File: config.mk
export PLATFORM = sky130hd
export DESIGN_NAME = demux_rr_sched_v
export DESIGN_NICKNAME = d
export VERILOG_FILES = /design/src/rtl/demux_rr_sched_v.sv
export SDC_FILE = /design/constraint.sdc
export NUM_CORES = 1
export LEC_CHECK = 0
export ABC_CLOCK_PERIOD_IN_PS = 2300
export BUFFER_PORTS_ARGS = -buffer_cell sky130_fd_sc_hd__buf_2
export CAP_MARGIN = 20
export CELL_PAD_IN_SITES_DETAIL_PLACEMENT = 1
export CELL_PAD_IN_SITES_GLOBAL_PLACEMENT = 1
export CORE_MARGIN = 5
export CORE_UTILIZATION = 40
export CTS_CLUSTER_SIZE = 28
export DETAILED_ROUTE_END_ITERATION = 6
export HOLD_SLACK_MARGIN = 0.02
export PLACE_DENSITY = 0.86
export SKIP_LAST_GASP = 1
export SYNTH_ARGS = -nofsm -noshare
export SYNTH_HDL_FRONTEND = slang
export SYNTH_SLANG_ARGS = --single-unit
File: constraint.sdc
create_clock -name i_clk -period 2.3 [get_ports i_clk]
set_clock_uncertainty 0.1 [all_clocks]
set_input_delay 0.115 -clock i_clk [delete_from_list [all_inputs] [get_ports i_clk]]
set_output_delay 0.115 -clock i_clk [all_outputs]
set_load 0.03 [all_outputs]
File: src/rtl/demux_rr_sched_v.sv
// ============================================================================
//  Module   : demux_rr_sched_v
//  Brief    : Round-robin burst scheduler feeding a 1:4 demux (valid/ready in,
//             one-hot select, registered data copy, per-destination strobes).
//             Optional build macro RR_SKIP_BUSY_EN skips destinations whose
//             ready is low when picking the next grant.
//  Revision : 1.0  initial release
// ============================================================================
`default_nettype none

module demux_rr_sched_v #(
    parameter int DATA_W    = 1,
    parameter int BURST_LEN = 4
) (
    input  logic              i_clk,
    input  logic              i_rst_n,
    input  logic              i_en,
    input  logic              i_valid,
    output logic              o_ready,
    input  logic [DATA_W-1:0] i_data,
    input  logic [3:0]        i_dst_ready,
    output logic [3:0]        o_sel_code,
    output logic [DATA_W-1:0] o_data,
    output logic [3:0]        o_valid,
    output logic              o_busy
);

    localparam int                c_cnt_w  = $clog2(BURST_LEN + 1);
    localparam logic [c_cnt_w-1:0] c_cnt_last = c_cnt_w'(BURST_LEN - 1);
    localparam logic [c_cnt_w-1:0] c_cnt_one  = c_cnt_w'(1);

    typedef enum logic [1:0] {
        IDLE = 2'd0,
        SEL  = 2'd1,
        XFER = 2'd2
    } state_t;

    state_t              state_q, state_d;
    logic [1:0]          ptr_q, ptr_d;
    logic [1:0]          grant_q, grant_d;
    logic [c_cnt_w-1:0]  cnt_q, cnt_d;
    logic [3:0]          sel_code_q, sel_code_d;
    logic [3:0]          valid_q, valid_d;
    logic [DATA_W-1:0]   data_q, data_d;
    logic                busy_q, busy_d;

    logic                w_xfer;
    logic [1:0]          w_cand;
    logic                w_cand_found;

    assign o_ready    = (state_q == XFER) & i_dst_ready[grant_q] & i_en;
    assign w_xfer     = i_valid & o_ready;
    assign o_sel_code = sel_code_q;
    assign o_data     = data_q;
    assign o_valid    = valid_q;
    assign o_busy     = busy_q;

`ifdef RR_SKIP_BUSY_EN
    // Descending scan so the smallest offset from ptr wins.
    always_comb begin
        w_cand       = ptr_q;
        w_cand_found = 1'b0;
        for (int k = 3; k >= 0; k--) begin
            if (i_dst_ready[ptr_q + 2'(k)]) begin
                w_cand       = ptr_q + 2'(k);
                w_cand_found = 1'b1;
            end
        end
    end
`else
    always_comb begin
        w_cand       = ptr_q;
        w_cand_found = 1'b1;
    end
`endif

    always_comb begin
        state_d    = state_q;
        ptr_d      = ptr_q;
        grant_d    = grant_q;
        cnt_d      = cnt_q;
        sel_code_d = sel_code_q;
        busy_d     = busy_q;
        data_d     = data_q;
        valid_d    = 4'b0000;

        if (w_xfer) begin
            data_d  = i_data;
            valid_d = 4'b0001 << grant_q;
        end

        case (state_q)
            IDLE: begin
                if (i_en) state_d = SEL;
            end
            SEL: begin
                if (!i_en) begin
                    state_d = IDLE;
                end else if (w_cand_found) begin
                    state_d    = XFER;
                    grant_d    = w_cand;
                    cnt_d      = '0;
                    sel_code_d = 4'b0001 << w_cand;
                    busy_d     = 1'b1;
                end
            end
            XFER: begin
                // A disabled partial burst still hands the turn to the next destination.
                if (!i_en) begin
                    state_d    = IDLE;
                    ptr_d      = grant_q + 2'd1;
                    cnt_d      = '0;
                    sel_code_d = 4'b0000;
                    busy_d     = 1'b0;
                end else if (w_xfer) begin
                    if (cnt_q == c_cnt_last) begin
                        state_d    = SEL;
                        ptr_d      = grant_q + 2'd1;
                        cnt_d      = '0;
                        sel_code_d = 4'b0000;
                        busy_d     = 1'b0;
                    end else begin
                        cnt_d = cnt_q + c_cnt_one;
                    end
                end
            end
            default: begin
                state_d    = IDLE;
                sel_code_d = 4'b0000;
                busy_d     = 1'b0;
            end
        endcase
    end

    always_ff @(posedge i_clk or negedge i_rst_n) begin
        if (!i_rst_n) begin
            state_q    <= IDLE;
            ptr_q      <= 2'd0;
            grant_q    <= 2'd0;
            cnt_q      <= '0;
            sel_code_q <= 4'b0000;
            valid_q    <= 4'b0000;
            data_q     <= '0;
            busy_q     <= 1'b0;
        end else begin
            state_q    <= state_d;
            ptr_q      <= ptr_d;
            grant_q    <= grant_d;
            cnt_q      <= cnt_d;
            sel_code_q <= sel_code_d;
            valid_q    <= valid_d;
            data_q     <= data_d;
            busy_q     <= busy_d;
        end
    end

endmodule

`default_nettype wire

After elaboration in Yosys (flattened, before gate mapping)
Index checks and enable logic that the tools add are counted.
{ "word_totals": {"regBits": 19, "inputBits": 9} }
{ "classes": {"n_addsub": 2, "order_cmp": 1, "eq_ne": 9, "shift": 2, "n_mux": 27, "bitwise_logic": 4, "n_reduce_logical": 7} }
{ "ops": {"columns": ["cell", "count"], "rows": [
  ["4-bit two-way mux", 5],
  ["2-bit two-way mux", 8],
  ["3-bit two-way mux", 4],
  ["4-bit case mux with 3 select lines", 1],
  ["3-bit AND reduction", 3],
  ["1-bit by 2-bit << shifter with 4-bit output, first input constant", 2],
  ["2-bit case mux with 3 select lines", 1],
  ["3-bit case mux with 2 select lines", 1],
  ["1-bit two-way mux", 5],
  ["2-bit by 1-bit inequality test with 1-bit output, second input constant", 2],
  ["2-bit inequality test, second input constant", 2],
  ["4-bit AND reduction", 1],
  ["3-bit by 1-bit adder with 3-bit output, second input constant", 1],
  ["1-bit bitwise AND", 3],
  ["3-bit by 2-bit equality test with 1-bit output, second input constant", 1],
  ["2-bit by 3-bit less-than comparator with 1-bit output, second input constant", 1],
  ["3-bit by 2-bit inequality test with 1-bit output, second input constant", 1],
  ["3-bit inequality test, second input constant", 1],
  ["1-bit case mux with 3 select lines", 1],
  ["2-bit by 1-bit adder with 2-bit output, second input constant", 1],
  ["1-bit binary-select mux with 2-bit select", 1],
  ["2-bit by 1-bit equality test with 1-bit output, second input constant", 1],
  ["2-bit equality test, second input constant", 1],
  ["2-bit zero test", 1],
  ["3 further kinds", 3]
]} }

Depth between registers and ports, before layout
{ "logic_depth": {"depth_word": 8, "ltp_mapped": 6, "depth_no_buf": 5} }

Least setup slack after synthesis
No wires, ideal clock.
{ "synth_timing": {"path_kind": "register to register", "startpoint": "reg grant_q[1]", "endpoint": "reg ptr_q[1]", "setup_time_ps": 127, "t_arrival_ps": 1475, "required_time_ps": 2073, "setup_slack_ps": 598, "stages_incl_launch_ff": 5, "path_buffers": 0, "period_less_slack_ps": 1702, "path_cell_list": "dfrtp_1 mux2i_1 o32a_1 a21o_1 mux2_1"} }
{ "synth_via": {"elab_chain_cells": 7, "word_cells_on_any_way": 11, "cone_classes": "add/sub: 1; eq/ne: 1; mux: 5; bitwise: 3; reduce/logical: 1"} }
{ "synth_rtl": {"columns": ["element", "line", "rtl"], "rows": [
  ["start: declaration", "40", "logic [1:0] grant_q, grant_d;"],
  ["start signal: assignment", "148", "grant_q <= grant_d;"],
  ["1-bit binary-select mux with 2-bit select", "51", "assign o_ready = (state_q == XFER) & i_dst_ready[grant_q] & i_en;"],
  ["1-bit two-way mux (not written as such)", "51", null],
  ["1-bit bitwise AND (2 in series)", "51", null],
  ["1-bit bitwise AND", "52", "assign w_xfer = i_valid & o_ready;"],
  ["2-bit by 1-bit inequality test with 1-bit output (no line)", null, null],
  ["3-bit AND reduction (no line)", null, null],
  ["end signal: assignment", "147", "ptr_q <= ptr_d;"],
  ["end: declaration", "39", "logic [1:0] ptr_q, ptr_d;"]
]} }
Several ways; a longest one is shown, not always the timed one. The select of a mux whose other input is x is not followed.
A chain may end at the register's enable or synchronous reset.

Worst setup path in the final report
{ "layout_timing": {"startpoint": "reg grant_q[1]", "endpoint": "reg sel_code_q[3] (netlist: o_sel_code[3])"} }
{ "layout_via": {"elab_chain_cells": 7} }
{ "layout_rtl": {"columns": ["element", "line", "rtl"], "rows": [
  ["1-bit binary-select mux with 2-bit select", "51", null],
  ["1-bit two-way mux (not written as such)", "51", null],
  ["1-bit bitwise AND (2 in series)", "51", null],
  ["1-bit bitwise AND", "52", null],
  ["3-bit inequality test (no line)", null, null],
  ["4-bit AND reduction (no line)", null, null],
  ["end signal: assignment", "150", "sel_code_q <= sel_code_d;"],
  ["end: declaration", "42", "logic [3:0] sel_code_q, sel_code_d;"]
]} }
Every way passes these cells. The select of a mux whose other input is x is not followed.

==> results.md <==
- Startpoint types: register
- TritonCTS clock tree: built
- Sequential fraction of the synthesis area: 50.8%
- DRT Pass-1 Iters: 4
- CP Buf/Inv Count: 0
- Kind of cell with the highest combined delay on the critical path: compound AO/OA/AOI/OAI gates
- Number of buffers created by CTS: 3
- Distinct cell type count after synthesis: 27
- Routed via count divided by cell count: 5.26
- Type of the worst min-delay path: in2reg
- Violation count after the first detailed-routing iteration: 14
- IR drop worst, VDD: 0.000596 V
- # fillers: 270
- Period minus WS final: 1.84 ns
- Sum of internal, switching and leakage power: 1100 uW
- Post-synthesis instance area: 936 um^2
- Critical path type: reg2reg
- Worst Setup End Kind: register
- Ranking of synthesized cells by area: dfrtp_1, ha_1, a21oi_1
- Switching power share of the total: 41.5%
- Net switching power of the design: 456 uW
- Placement Rows: 17
- Mux cell area share after synthesis: 5.61%
- Maximum number of buffers from clock root to sink: 2
- Number of standard cells after synthesis: 89
- Wire length of the first global-routing pass: 3590 um
- Synthesized netlist net count: 103
- Worst-margin pin slew: 0.409 ns
- Power density of the placed cells: 999 nW/um^2
- Final setup fails: 0
- Global routing usage summed across all routing layers: 13.8%
- Area of combinational cells with multiple inputs: 429 um^2
- Sum of negative setup slack: 0 ns
- Area share of xor/xnor cells in the synthesized design: 0%
- Max Cap Violations: 0
- Max Transition Viols Final: 0
- Number of antenna violations at the first check in global routing: 0
- Half-perimeter wire length after detailed placement: 1560 um
- Clock latency reported for the late side of the worst-skew pair: 0.29 ns
- Setup repair after global routing missed its margin: no
- Number of top-level design ports: 20
- Status: completed
- Syn. warnings: 0
- Die X-Extent: 58.4 um
- Port Buffers: 19
- Maximum number of pins on one net before global-route repair: 20
- Synthesized-area fraction occupied by adder cells: 6.68%
- Worst slew margin relative to its limit: 72.7%
- TritonCTS Sinks: 19
- Drt total wl: 2010 um
- Hold Fails Final Rpt: 0
- Number of antenna-violating nets in the routed design: 0
- Synthesis-to-layout area growth: 17.5%
- Wire length per cell after detailed routing: 14.4 um
- Maximum fanout encountered on the critical timing path: 5
- Register bit total from synthesis: 19
- Cell chain of the critical path: mux2i_1 > o32a_1 > nor2b_1 > a22o_1
- Share of the cycle needed by the critical path after routing: 79.9%
- Arrival time worst endpoint: 1.98 ns
- Number of inserted diodes: 0
- Dominant cell type by area after synthesis: dfrtp_1
- Area share of and/or/nand/nor cells after synthesis: 17.2%
- Combinational power share: 36.2%
- Post-CTS clock slew at the launch and capture registers of the worst setup and hold paths: 0.11 ns
- Starting density of the core: 41.9%
- Core Box Area: 2230 um^2
- Post CTS Setup Buffer Count: 0
- Cell with the largest stage delay on the worst path: dfrtp_1
- Total vias in the final route: 731
- Nets: 126
- Post-synth EDFFs: 0
- Full die area: 3410 um^2
- Area share of the largest cell type after synthesis: 50.8%
- Most used cells in the layout excluding fill and tap cells: dfrtp_1, buf_2, nand2_1
- Fraction of final layout cells with drive strength greater than 1: 20.7%
- Maximum clock frequency: 0.544 GHz
- Total number of H-tree levels: 1
- Leak: 0.000548 uW
- Largest stage delay on the critical path: 0.47 ns
- Required time worst endpoint: 2.44 ns
- Main flop type after synthesis: dfrtp_1
- Mean cell area of the mapped netlist: 10.5 um^2
- Main combinational cell family by area after synthesis: simple AND/OR/NAND/NOR gates
- Fraction of the mapped netlist area in compound gates: 16.3%
- Root Buffer Master: clkbuf_4
- Sequential cell area: 475 um^2
- Vias in the first global route: 776
- Die Y: 58.4 um
- Share of flip-flops with an asynchronous set or reset after synthesis: 100%
- Sum of overflow across all layers after global routing: 0
- Global placer's final weighted congestion: 0.798
- Clock network fraction of design power: 15.5%
- Reg power frac: 48.3%
- Cell-internal power: 642 uW
- Post-route DRC violation count: 0
==> timing repair <==
item | in CTS | in global routing
hold endpoints to repair | 20 | 0
gates resized for setup | 0 | 0
endpoints found under the setup margin | 0 | 0
hold buffers | 2 | 0
==> cells by family (layout without fill, tap and decap cells) <==
group / count (synthesis) / after routing
DFF: 19 / 19
buffers and inverters: 8 / 30
adders and majority gates: 5 / 5
and+or+nand+nor: 30 / 30
AOI/OAI and AO/OA: 22 / 22
muxes: 5 / 5
==> layer usage <==
metal | global-route usage [%] | part of all wire, % | vias to the layer above
met1 | 17.5 | 45 | 365
li1 | - | - | 356
met5 | 0 | 0 | -
met4 | 5.96 | 1.9 | 0
met3 | 1.97 | 2.2 | 4
met2 | 23.1 | 51 | 6
==> flip-flops by register name, indices dropped and copies added (netlist names) <==
name / count
cnt_q: 3
grant_q: 2
o_busy: 1
o_data: 1
o_sel_code: 4
o_valid: 4
ptr_q: 2
state_q: 2
==> worst paths after layout <==
path	slack [ns]	cells past startpoint	endpoint	from
worst max-delay path	0.46	4	o_sel_code[3]	grant_q[1]
worst min-delay path	0.03	2	state_q[1]	i_en
worst max register to register	0.46	4	o_sel_code[3]	grant_q[1]
worst min register to register	0.42	2	o_busy	o_busy
max in group asynchronous	1.64	2	cnt_q[1]	i_rst_n
min in group asynchronous	0.17	2	grant_q[0]	i_rst_n
==> cell usage after synthesis, types with 2 or more instances <==
cell type,count
a21oi_1,7
o2bb2ai_1,3
o21ai_0,3
and2_1,4
ha_1,5
nor3_1,2
nor2b_1,4
dfrtp_1,19
nor2_1,3
mux2i_1,3
o221ai_1,2
a22o_1,3
clkbuf_1,2
nand2b_1,4
nand2_1,9
inv_1,5
==> per-stage QoR <==
stage          utilization [%]  setup WS (ns)  instance area, um^2  cells  hold slack, ns
3_5_place_dp              47.2          0.463                 1050    133         -0.0221
5_1_grt                   49.2          0.294                 1100    139          0.0360
2_1_floorplan                -          0.598                  936     89          -0.281
3_3_place_gp              47.2          0.503                 1050    133         -0.0322
6_report                  49.2          0.463                 1100    139          0.0286
4_1_cts                   49.2          0.446                 1100    139          0.0259
==> power by group through the flow <==
stage	registers, uW	clock network [uW]	logic (uW)
after floorplan	608	0	193
after global placement	529	0	390
after detailed placement	540	0	401
after CTS	532	174	406
after global routing	549	191	443
final	530	170	398
==> layout make-up <==
| type | instances | area share [%] |
|---|---|---|
| clock buffer | 4 | 2.39 |
| inverter | 5 | 1.71 |
| multi-input combinational | 62 | 39.0 |
| sequential | 19 | 43.2 |
| tap | 28 | 3.19 |
| timing repair buffer | 21 | 10.5 |
No activity file was read; power rests on OpenSTA's default activity.
